[src/rtl/mem_map_pkg.sv]
// Shared memory-map constants and FSM state type for the CPU bus responder.
package mem_map_pkg;

    localparam int NUM_REGIONS = 4;

    // Region IDs double as the one-hot bit position of each region.
    localparam int BIT_BRAM   = 0;
    localparam int BIT_SRAM   = 1;
    localparam int BIT_FLASH  = 2;
    localparam int BIT_PERIPH = 3;

    // Values of addr[31:16] that select each region.
    localparam logic [15:0] BASE_BRAM   = 16'h0000;
    localparam logic [15:0] BASE_SRAM   = 16'h0001;
    localparam logic [15:0] BASE_FLASH  = 16'h0002;
    localparam logic [15:0] BASE_PERIPH = 16'h0003;

    typedef enum logic [1:0] {
        ST_IDLE = 2'd0,
        ST_WAIT = 2'd1,
        ST_RESP = 2'd2
    } state_t;

endpackage

[src/rtl/mem_region_decode.sv]
// Combinational decode of the upper address half into a one-hot region.
module mem_region_decode
    import mem_map_pkg::*;
(
    input  logic [15:0]            addr_hi,
    output logic [NUM_REGIONS-1:0] region_oh,
    output logic                   unmapped
);

    // One-hot region select; anything outside the four bases is unmapped.
    always_comb begin
        region_oh = '0;
        unmapped  = 1'b0;
        case (addr_hi)
            BASE_BRAM:   region_oh[BIT_BRAM]   = 1'b1;
            BASE_SRAM:   region_oh[BIT_SRAM]   = 1'b1;
            BASE_FLASH:  region_oh[BIT_FLASH]  = 1'b1;
            BASE_PERIPH: region_oh[BIT_PERIPH] = 1'b1;
            default:     unmapped              = 1'b1;
        endcase
    end

endmodule

[src/rtl/mem_bus_responder.sv]
// Single-outstanding CPU bus responder with region decode and slave timeout.
//
//   state   | meaning
//   --------+-------------------------------------------------------------
//   IDLE    | waiting for cpu_req; decodes and latches the request
//   WAIT    | slv_req held on the selected region; waiting for ack/timeout
//   RESP    | cpu_ack pulse with captured rdata/err; back to IDLE next
module mem_bus_responder
    import mem_map_pkg::*;
#(
    parameter int TIMEOUT_CYCLES = 16
) (
    input  logic                      clk,
    input  logic                      rst,
    input  logic                      cpu_req,
    input  logic                      cpu_we,
    input  logic [31:0]               cpu_addr,
    input  logic [31:0]               cpu_wdata,
    input  logic [3:0]                cpu_wstrb,
    output logic                      cpu_ack,
    output logic [31:0]               cpu_rdata,
    output logic                      cpu_err,
    output logic [NUM_REGIONS-1:0]    slv_req,
    output logic                      slv_we,
    output logic [15:0]               slv_addr,
    output logic [31:0]               slv_wdata,
    output logic [3:0]                slv_wstrb,
    input  logic [NUM_REGIONS-1:0]    slv_ack,
    input  logic [32*NUM_REGIONS-1:0] slv_rdata
);

    localparam int CNT_W = (TIMEOUT_CYCLES > 2) ? $clog2(TIMEOUT_CYCLES) : 1;
    localparam logic [CNT_W-1:0] CNT_LAST = CNT_W'(TIMEOUT_CYCLES - 1);

    state_t                   state_q, state_d;
    logic [NUM_REGIONS-1:0]   region_q, region_d;
    logic [CNT_W-1:0]         cnt_q, cnt_d;
    logic                     cpu_ack_q, cpu_ack_d;
    logic                     cpu_err_q, cpu_err_d;
    logic [31:0]              cpu_rdata_q, cpu_rdata_d;
    logic [NUM_REGIONS-1:0]   slv_req_q, slv_req_d;
    logic                     slv_we_q, slv_we_d;
    logic [15:0]              slv_addr_q, slv_addr_d;
    logic [31:0]              slv_wdata_q, slv_wdata_d;
    logic [3:0]               slv_wstrb_q, slv_wstrb_d;

    logic [NUM_REGIONS-1:0]   dec_oh;
    logic                     dec_unmapped;
    logic                     ack_hit;
    logic [31:0]              sel_rdata;

    mem_region_decode u_decode (
        .addr_hi   (cpu_addr[31:16]),
        .region_oh (dec_oh),
        .unmapped  (dec_unmapped)
    );

    // Ack and read-data lane of the latched region only; other lanes are ignored.
    always_comb begin
        ack_hit   = |(slv_ack & region_q);
        sel_rdata = '0;
        for (int i = 0; i < NUM_REGIONS; i++) begin
            if (region_q[i]) begin
                sel_rdata = sel_rdata | slv_rdata[32*i +: 32];
            end
        end
    end

    // Next-state and registered-output logic.
    always_comb begin
        state_d     = state_q;
        region_d    = region_q;
        cnt_d       = cnt_q;
        cpu_ack_d   = 1'b0;
        cpu_err_d   = cpu_err_q;
        cpu_rdata_d = cpu_rdata_q;
        slv_req_d   = slv_req_q;
        slv_we_d    = slv_we_q;
        slv_addr_d  = slv_addr_q;
        slv_wdata_d = slv_wdata_q;
        slv_wstrb_d = slv_wstrb_q;

        case (state_q)
            ST_IDLE: begin
                if (cpu_req) begin
                    if (dec_unmapped) begin
                        state_d     = ST_RESP;
                        cpu_ack_d   = 1'b1;
                        cpu_err_d   = 1'b1;
                        cpu_rdata_d = '0;
                    end else begin
                        state_d     = ST_WAIT;
                        region_d    = dec_oh;
                        slv_req_d   = dec_oh;
                        slv_we_d    = cpu_we;
                        slv_addr_d  = cpu_addr[15:0];
                        slv_wdata_d = cpu_wdata;
                        slv_wstrb_d = cpu_wstrb;
                        cnt_d       = '0;
                    end
                end
            end
            ST_WAIT: begin
                // An ack on the final wait cycle still wins over the timeout.
                if (ack_hit) begin
                    state_d     = ST_RESP;
                    slv_req_d   = '0;
                    cpu_ack_d   = 1'b1;
                    cpu_err_d   = 1'b0;
                    cpu_rdata_d = slv_we_q ? 32'h0 : sel_rdata;
                end else if (cnt_q == CNT_LAST) begin
                    state_d     = ST_RESP;
                    slv_req_d   = '0;
                    cpu_ack_d   = 1'b1;
                    cpu_err_d   = 1'b1;
                    cpu_rdata_d = '0;
                end else begin
                    cnt_d = cnt_q + CNT_W'(1);
                end
            end
            ST_RESP: begin
                state_d = ST_IDLE;
            end
            default: begin
                state_d   = ST_IDLE;
                slv_req_d = '0;
            end
        endcase
    end

    // State and output registers with synchronous reset.
    always_ff @(posedge clk) begin
        if (rst) begin
            state_q     <= ST_IDLE;
            region_q    <= '0;
            cnt_q       <= '0;
            cpu_ack_q   <= 1'b0;
            cpu_err_q   <= 1'b0;
            cpu_rdata_q <= '0;
            slv_req_q   <= '0;
            slv_we_q    <= 1'b0;
            slv_addr_q  <= '0;
            slv_wdata_q <= '0;
            slv_wstrb_q <= '0;
        end else begin
            state_q     <= state_d;
            region_q    <= region_d;
            cnt_q       <= cnt_d;
            cpu_ack_q   <= cpu_ack_d;
            cpu_err_q   <= cpu_err_d;
            cpu_rdata_q <= cpu_rdata_d;
            slv_req_q   <= slv_req_d;
            slv_we_q    <= slv_we_d;
            slv_addr_q  <= slv_addr_d;
            slv_wdata_q <= slv_wdata_d;
            slv_wstrb_q <= slv_wstrb_d;
        end
    end

    assign cpu_ack   = cpu_ack_q;
    assign cpu_err   = cpu_err_q;
    assign cpu_rdata = cpu_rdata_q;
    assign slv_req   = slv_req_q;
    assign slv_we    = slv_we_q;
    assign slv_addr  = slv_addr_q;
    assign slv_wdata = slv_wdata_q;
    assign slv_wstrb = slv_wstrb_q;

endmodule

[config.mk]
export PLATFORM = sky130hd
export DESIGN_NAME = mem_bus_responder
export DESIGN_NICKNAME = d
export VERILOG_FILES = /design/src/rtl/mem_map_pkg.sv /design/src/rtl/mem_region_decode.sv /design/src/rtl/mem_bus_responder.sv
export SDC_FILE = /design/constraint.sdc
export NUM_CORES = 1
export LEC_CHECK = 0
export CAP_MARGIN = 10
export CORE_AREA = 2 2 116 118
export DETAILED_ROUTE_END_ITERATION = 8
export DIE_AREA = 0 0 118 120
export PLACE_DENSITY = 0.75
export SETUP_SLACK_MARGIN = 0.4
export SLEW_MARGIN = 0
export SYNTH_ARGS = -nofsm -noshare
export SYNTH_HDL_FRONTEND = slang
export SYNTH_HIERARCHICAL = 1
export SYNTH_SLANG_ARGS = --single-unit
[constraint.sdc]
create_clock -name clk -period 3.8 [get_ports clk]
set_clock_uncertainty 0.1 [all_clocks]
set_input_delay 0.95 -clock clk [delete_from_list [all_inputs] [get_ports clk]]
set_output_delay 0.95 -clock clk [all_outputs]
set_load 0.01 [all_outputs]
# == After elaboration in Yosys (flattened, before gate mapping) ==
# Index checks and enable logic that the tools add are counted.
# op_classes
addsub,1
bitwise_logic,5
n_eq_ne,12
reduce_logical,10
mux,39
# op_table
op,n
32-bit 2-to-1 mux,9
32-bit OR,3
32-bit one-hot mux with 2 select lines,1
"16-bit by 2-bit == test with 1-bit output, second input constant",2
4-bit 2-to-1 mux,8
"16-bit by 1-bit == test with 1-bit output, second input constant",1
16-bit zero test,1
1-bit 2-to-1 mux,12
4-bit one-hot mux with 3 select lines,1
"2-bit inequality test, second input constant",5
2-bit 2-to-1 mux,4
4-bit one-hot mux with 2 select lines,1
4-bit AND reduction,2
4-bit OR reduction,2
5-bit AND reduction,1
"4-bit by 1-bit adder with 4-bit output, second input constant",1
4-bit bitwise AND,1
"4-bit == test, second input constant",1
1-bit one-hot mux with 2 select lines,2
2-bit one-hot mux with 2 select lines,1
"3-bit inequality test, second input constant",1
3-bit AND reduction,1
"2-bit by 1-bit == test with 1-bit output, second input constant",1
"2-bit == test, second input constant",1
4 further kinds,4
# word_totals
ff_bits,101
elab_cells,78
in_bits,204
output_inout_bits,91

# == Depth between registers and ports, before layout ==
# depth
word_depth,10
depth_mapped,7

# == Cells and area by module ==
# The synthesis kept the hierarchy.
# by_module_without_submodules
module,n_inst,area_per_inst_um2,seq_area_each_um2,cells_each
mem_bus_responder,1,4040.1,2021.9,457
mem_region_decode,1,107.6,0.0,13

# == Least setup slack after synthesis ==
# Ideal clock, no wire load.
# synth_path
path_type,in2reg
start,input port cpu_addr[21]
end,"register slv_addr_q[0], in the netlist slv_addr[0]"
slack_ns,0.355
arrival_time_ns,3.275
path_buffers,2
setup_time_ns,0.070
cell_stages,7
cell_sequence,or4_1 -> or4b_1 -> nor4b_1 -> clkbuf_1 -> clkbuf_1 -> nand2_1 -> a21oi_1
# synth_via
elab_chain_cells,3
elab_cells_between_ends,6
classes_between,eq/ne: 3; reduce/logical: 3
# synth_lines
element,line,source
"start, declared",mem_bus_responder.sv:17,"input logic [31:0] cpu_addr,"
16-bit by 1-bit == test with 1-bit output (tied with other cells),mem_region_decode.sv:14,case (addr_hi)
4-bit OR reduction (no source line) *,--,
3-bit AND reduction (no source line) *,--,
"end signal, assigned",mem_bus_responder.sv:154,slv_addr_q <= slv_addr_d;
"end, declared",mem_bus_responder.sv:43,"logic [15:0] slv_addr_q, slv_addr_d;"
# Every way passes the cells marked *; elsewhere a longest branch is shown, timed or not.
# A chain may end at the register's enable or synchronous reset.

# == Worst setup path after layout ==
# layout_path
start,input port cpu_addr[21]
end,"register slv_addr_q[9], in the netlist slv_addr[9]"
# Same word-level chain as after synthesis.

==> impl_summary.txt <==
----------------------------------------------------
[Timing]
  Smallest setup slack after layout ... 0.542 ns
  TNS Setup ... 0 ns
  Minimum clock period after layout ... 3.26 ns
  Worst rel slew slack ... 0.267
  Transition time at the pin with the least slew margin ... 1.10 ns
  Setup violators final ... 0
  Hold violation count in the final report ... 0
  RSZ-0062 raised after global routing ... false
  Post-route fraction of the period consumed by the critical path ... 0.857
  Achievable frequency ... 307 MHz
  Final max-slew violation count ... 0

[Global route]
  Total routing resource utilization after global routing ... 0.222
  Overall overflow remaining after global route ... 0
  Maximum number of pins on one net before global-route repair ... 70
  Number of antenna violations at the first check in global routing ... 3
  Number of global-route vias before repair ... 4,672
  Wire length of the first global-routing pass ... 24,600 um

[CTS]
  Max Buffers Root-to-Sink ... 2
  Clock Latency Late Sink ... 0.35 ns
  Number of sinks handled by clock tree synthesis ... 101
  Post-CTS repair timing setup buffer count ... 0
  Level count of the clock H-tree ... 3
  Post-cts sizing count ... 0
  Clk pin slew, worst setup/hold paths ... 0.06 ns
  Root Driver ... clkbuf_16
  TritonCTS clock tree ... yes
  Num CTS Buffers ... 9
  Number of buffers added to fix hold violations after cts ... 0

[Outcome]
  Result of the run ... complete, no violations

[Setup path]
  Cell with the largest stage delay on the worst path ... or4_1
  Worst Setup Start Kind ... input pin
  Critical Setup Path Class ... in -> reg
  Most Frequent Cell on Critical Path ... buf_12
  Buffers and inverters on the worst path ... 3
  Kind of end point of the critical path ... flop
  Required time worst endpoint ... 3.97 ns
  Gate family responsible for the most delay along the worst path ... simple AND/OR/NAND/NOR gates
  CP Data Arrival Time ... 3.43 ns
  Critical path peak fanout ... 33
  CP Cell Sequence ... clkdlybuf4s50_1 > or4_1 > or4b_4 > nor4b_4 > buf_12 > buf_12 > nand2_1 > a21oi_1
  Delay contributed by the slowest stage of the critical path ... 0.61 ns

[Final layout]
  Final design area excluding fillers ... 7570 um^2
  Final standard cell utilization of the core ... 0.583
  Layout cell share with drive strength beyond 1 ... 0.0482
  Fill cell count ... 1,160
  Post-synthesis to final-layout area growth ... 82.6%
  Nets ... 947

[Synthesis]
  Yosys reg bits ... 101
  Synth unique cells ... 32
  Post-synthesis average cell area ... 8.82 um^2
  Part of the Yosys area used for sequential elements ... 0.487
  Dominant combinational cell family by area after synthesis ... compound AO/OA/AOI/OAI gates
  Synthesized area ... 4150 um^2
  Post-synth net total ... 675
  Area fraction in compound gates after synthesis ... 0.301
  Multiplexer fraction of the synthesized cell area ... 0
  Xor/xnor share of the synthesized area ... 0
  Area share of the largest cell type after synthesis ... 0.487
  Leading cell types by total area after synthesis ... dfxtp_1 (49%), nand2_1 (10%), a21oi_1 (8.1%)
  Adder and majority gate portion of the synthesized area ... 0.00302
  Simple-gate share of the synthesized area ... 0.162
  Post-synthesis cell count ... 470
  Yosys synthesis warning count ... 6
  Cell type contributing the most total cell area after synthesis ... dfxtp_1

[Die]
  Initial cell density of the core ... 0.320
  Core area ... 13,000 um^2
  Die X ... 118 um
  Area enclosed by the die boundary ... 14,200 um^2
  Number of rows in the core area ... 42
  Die extent in y ... 120 um
  I/O pin count ... 295

[Placed design]
  HPWL reported at the end of detailed placement ... 12,200 um
  Pre-CTS setup slack ... 0.0981 ns
  I/O Buffers ... 294
  Placed inst area ... 7270 um^2
  Placer's final routability congestion estimate ... 0.840

[Power]
  PnR Total Power ... 2.24 mW
  Static leakage power ... 2.49 nW
  Worst supply voltage drop on vdd ... 0.214 mV
  Power per cell area ... 295 nW/um^2

[Routing]
  Routed wire length ... 16,100 um
  DR pass1 iterations ... 4
  Remaining antenna violation count ... 0
  Detail-routed net length per standard cell ... 17.4 um
  Overall via count from detail_route ... 4,723
  Drt initial violations ... 268
  Number of DRC violations after detailed routing ... 0
  Routed vias/inst ... 5.10

[Run]
  Total of max-cap violations ... 0

[Worst hold path]
  Min-delay worst type ... reg -> reg

----------------------------------------------------
[metrics by stage]
step	instances	hold WS (ns)
2_1_floorplan	470	0.352
3_3_place_gp	907	0.341
3_5_place_dp	907	0.346
4_1_cts	923	0.359
5_1_grt	925	0.379
6_report	926	0.357
[state kept, by name, indices dropped and copies added, names as in the netlist]
| name | flops |
|---|---|
| state_q | 2 |
| cnt_q | 4 |
| cpu_rdata | 32 |
| cpu_ack | 1 |
| slv_wstrb | 4 |
| slv_wdata | 32 |
| cpu_err | 1 |
| slv_we | 1 |
| slv_addr | 16 |
| region_q | 4 |
| slv_req | 4 |
[final timing paths]
path	depth (start not counted)	from	slack (ns)	to
setup / recovery	8	cpu_addr[21]	0.54	slv_addr[9]
hold reg to reg	2	slv_addr[2]	0.36	slv_addr[2]
setup reg to reg	6	cnt_q[0]	1.66	cpu_rdata[2]
hold / removal	2	slv_addr[2]	0.36	slv_addr[2]
[final cells by class]
cell class	instances	area (um^2)	area share
multi-input cells	324	1960	0.258
clock buffers	10	229	0.0302
repair buffers	305	3070	0.405
well taps	176	220	0.0291
inverters	1	3.75	0.000496
diodes	3	7.51	0.000991
clock inverters	6	62.6	0.00826
flip-flops and latches	101	2020	0.267
[report_power, final]
| part | switching, mW | leakage (nW) | internal [mW] |
|---|---|---|---|
| combinational | 0.0611 | 1.53 | 0.193 |
| clock | 0.408 | 0.147 | 0.511 |
| sequential | 0.00181 | 0.814 | 1.06 |
| total | 0.471 | 2.49 | 1.76 |
[layout by cell type (no fill, tap or decap), drive strengths merged]
cell type / count
nand3b: 1
clkbuf: 10
or3: 1
buf: 12
a21oi: 68
a21boi: 1
clkinv: 4
bufinv: 1
ha: 1
dfxtp: 101
or4: 6
nand3: 3
nand2: 116
a22o: 34
o2bb2ai: 32
nand2b: 2
nor3: 1
and3: 1
diode: 3
o211ai: 1
o21ai: 5
nor4: 7
nor2: 6
or4b: 3
inv: 2
nand4b: 1
clkdlybuf4s50: 293
nor4b: 1
or4bb: 1
a221oi: 32
[Yosys cell counts (all sizes together)]
cell and number:
or3 1, nand3b 1, nor2 6, clkbuf 37
and3 1, nand2 116, nor3 1, nor4b 1
buf 7, a21boi 1, or4b 3, nand3 3
o2bb2ai 32, dfxtp 101, o21ai 5, a21oi 68
nand2b 2, nand4b 1, nor4 7, o211ai 1
or4bb 1, inv 1, a22o 34, ha 1
or4 6, a221oi 32
[layer usage]
layer | up-vias | part of all wire | wire (um) | global-route usage
li1 | 2282 | - | - | -
met1 | 2185 | 0.38 | 6050 | 0.240
met2 | 223 | 0.49 | 7890 | 0.376
met3 | 33 | 0.10 | 1620 | 0.0908
met4 | 0 | 0.034 | 547 | 0.110
met5 | - | 0 | 0 | 0
[worst register-to-register path, cell delays in order, from the launching register on]
cell	delay, ns
dfxtp_1	0.34
ha_1	0.23
and3_1	0.21
or4_1	0.59
a21oi_4	0.21
buf_12	0.21
o2bb2ai_1	0.15
[kinds of logic (layout without fill, tap and decap cells)]
kind of cell / Yosys count / in the layout
other: 0 / 3
buffers and inverters: 45 / 322
adder cells (fa/ha/maj): 1 / 1
flip-flops: 101 / 101
AND/OR/NAND/NOR: 150 / 150
AO/OA/AOI/OAI: 173 / 173
Power figures use the tool's default switching activity.
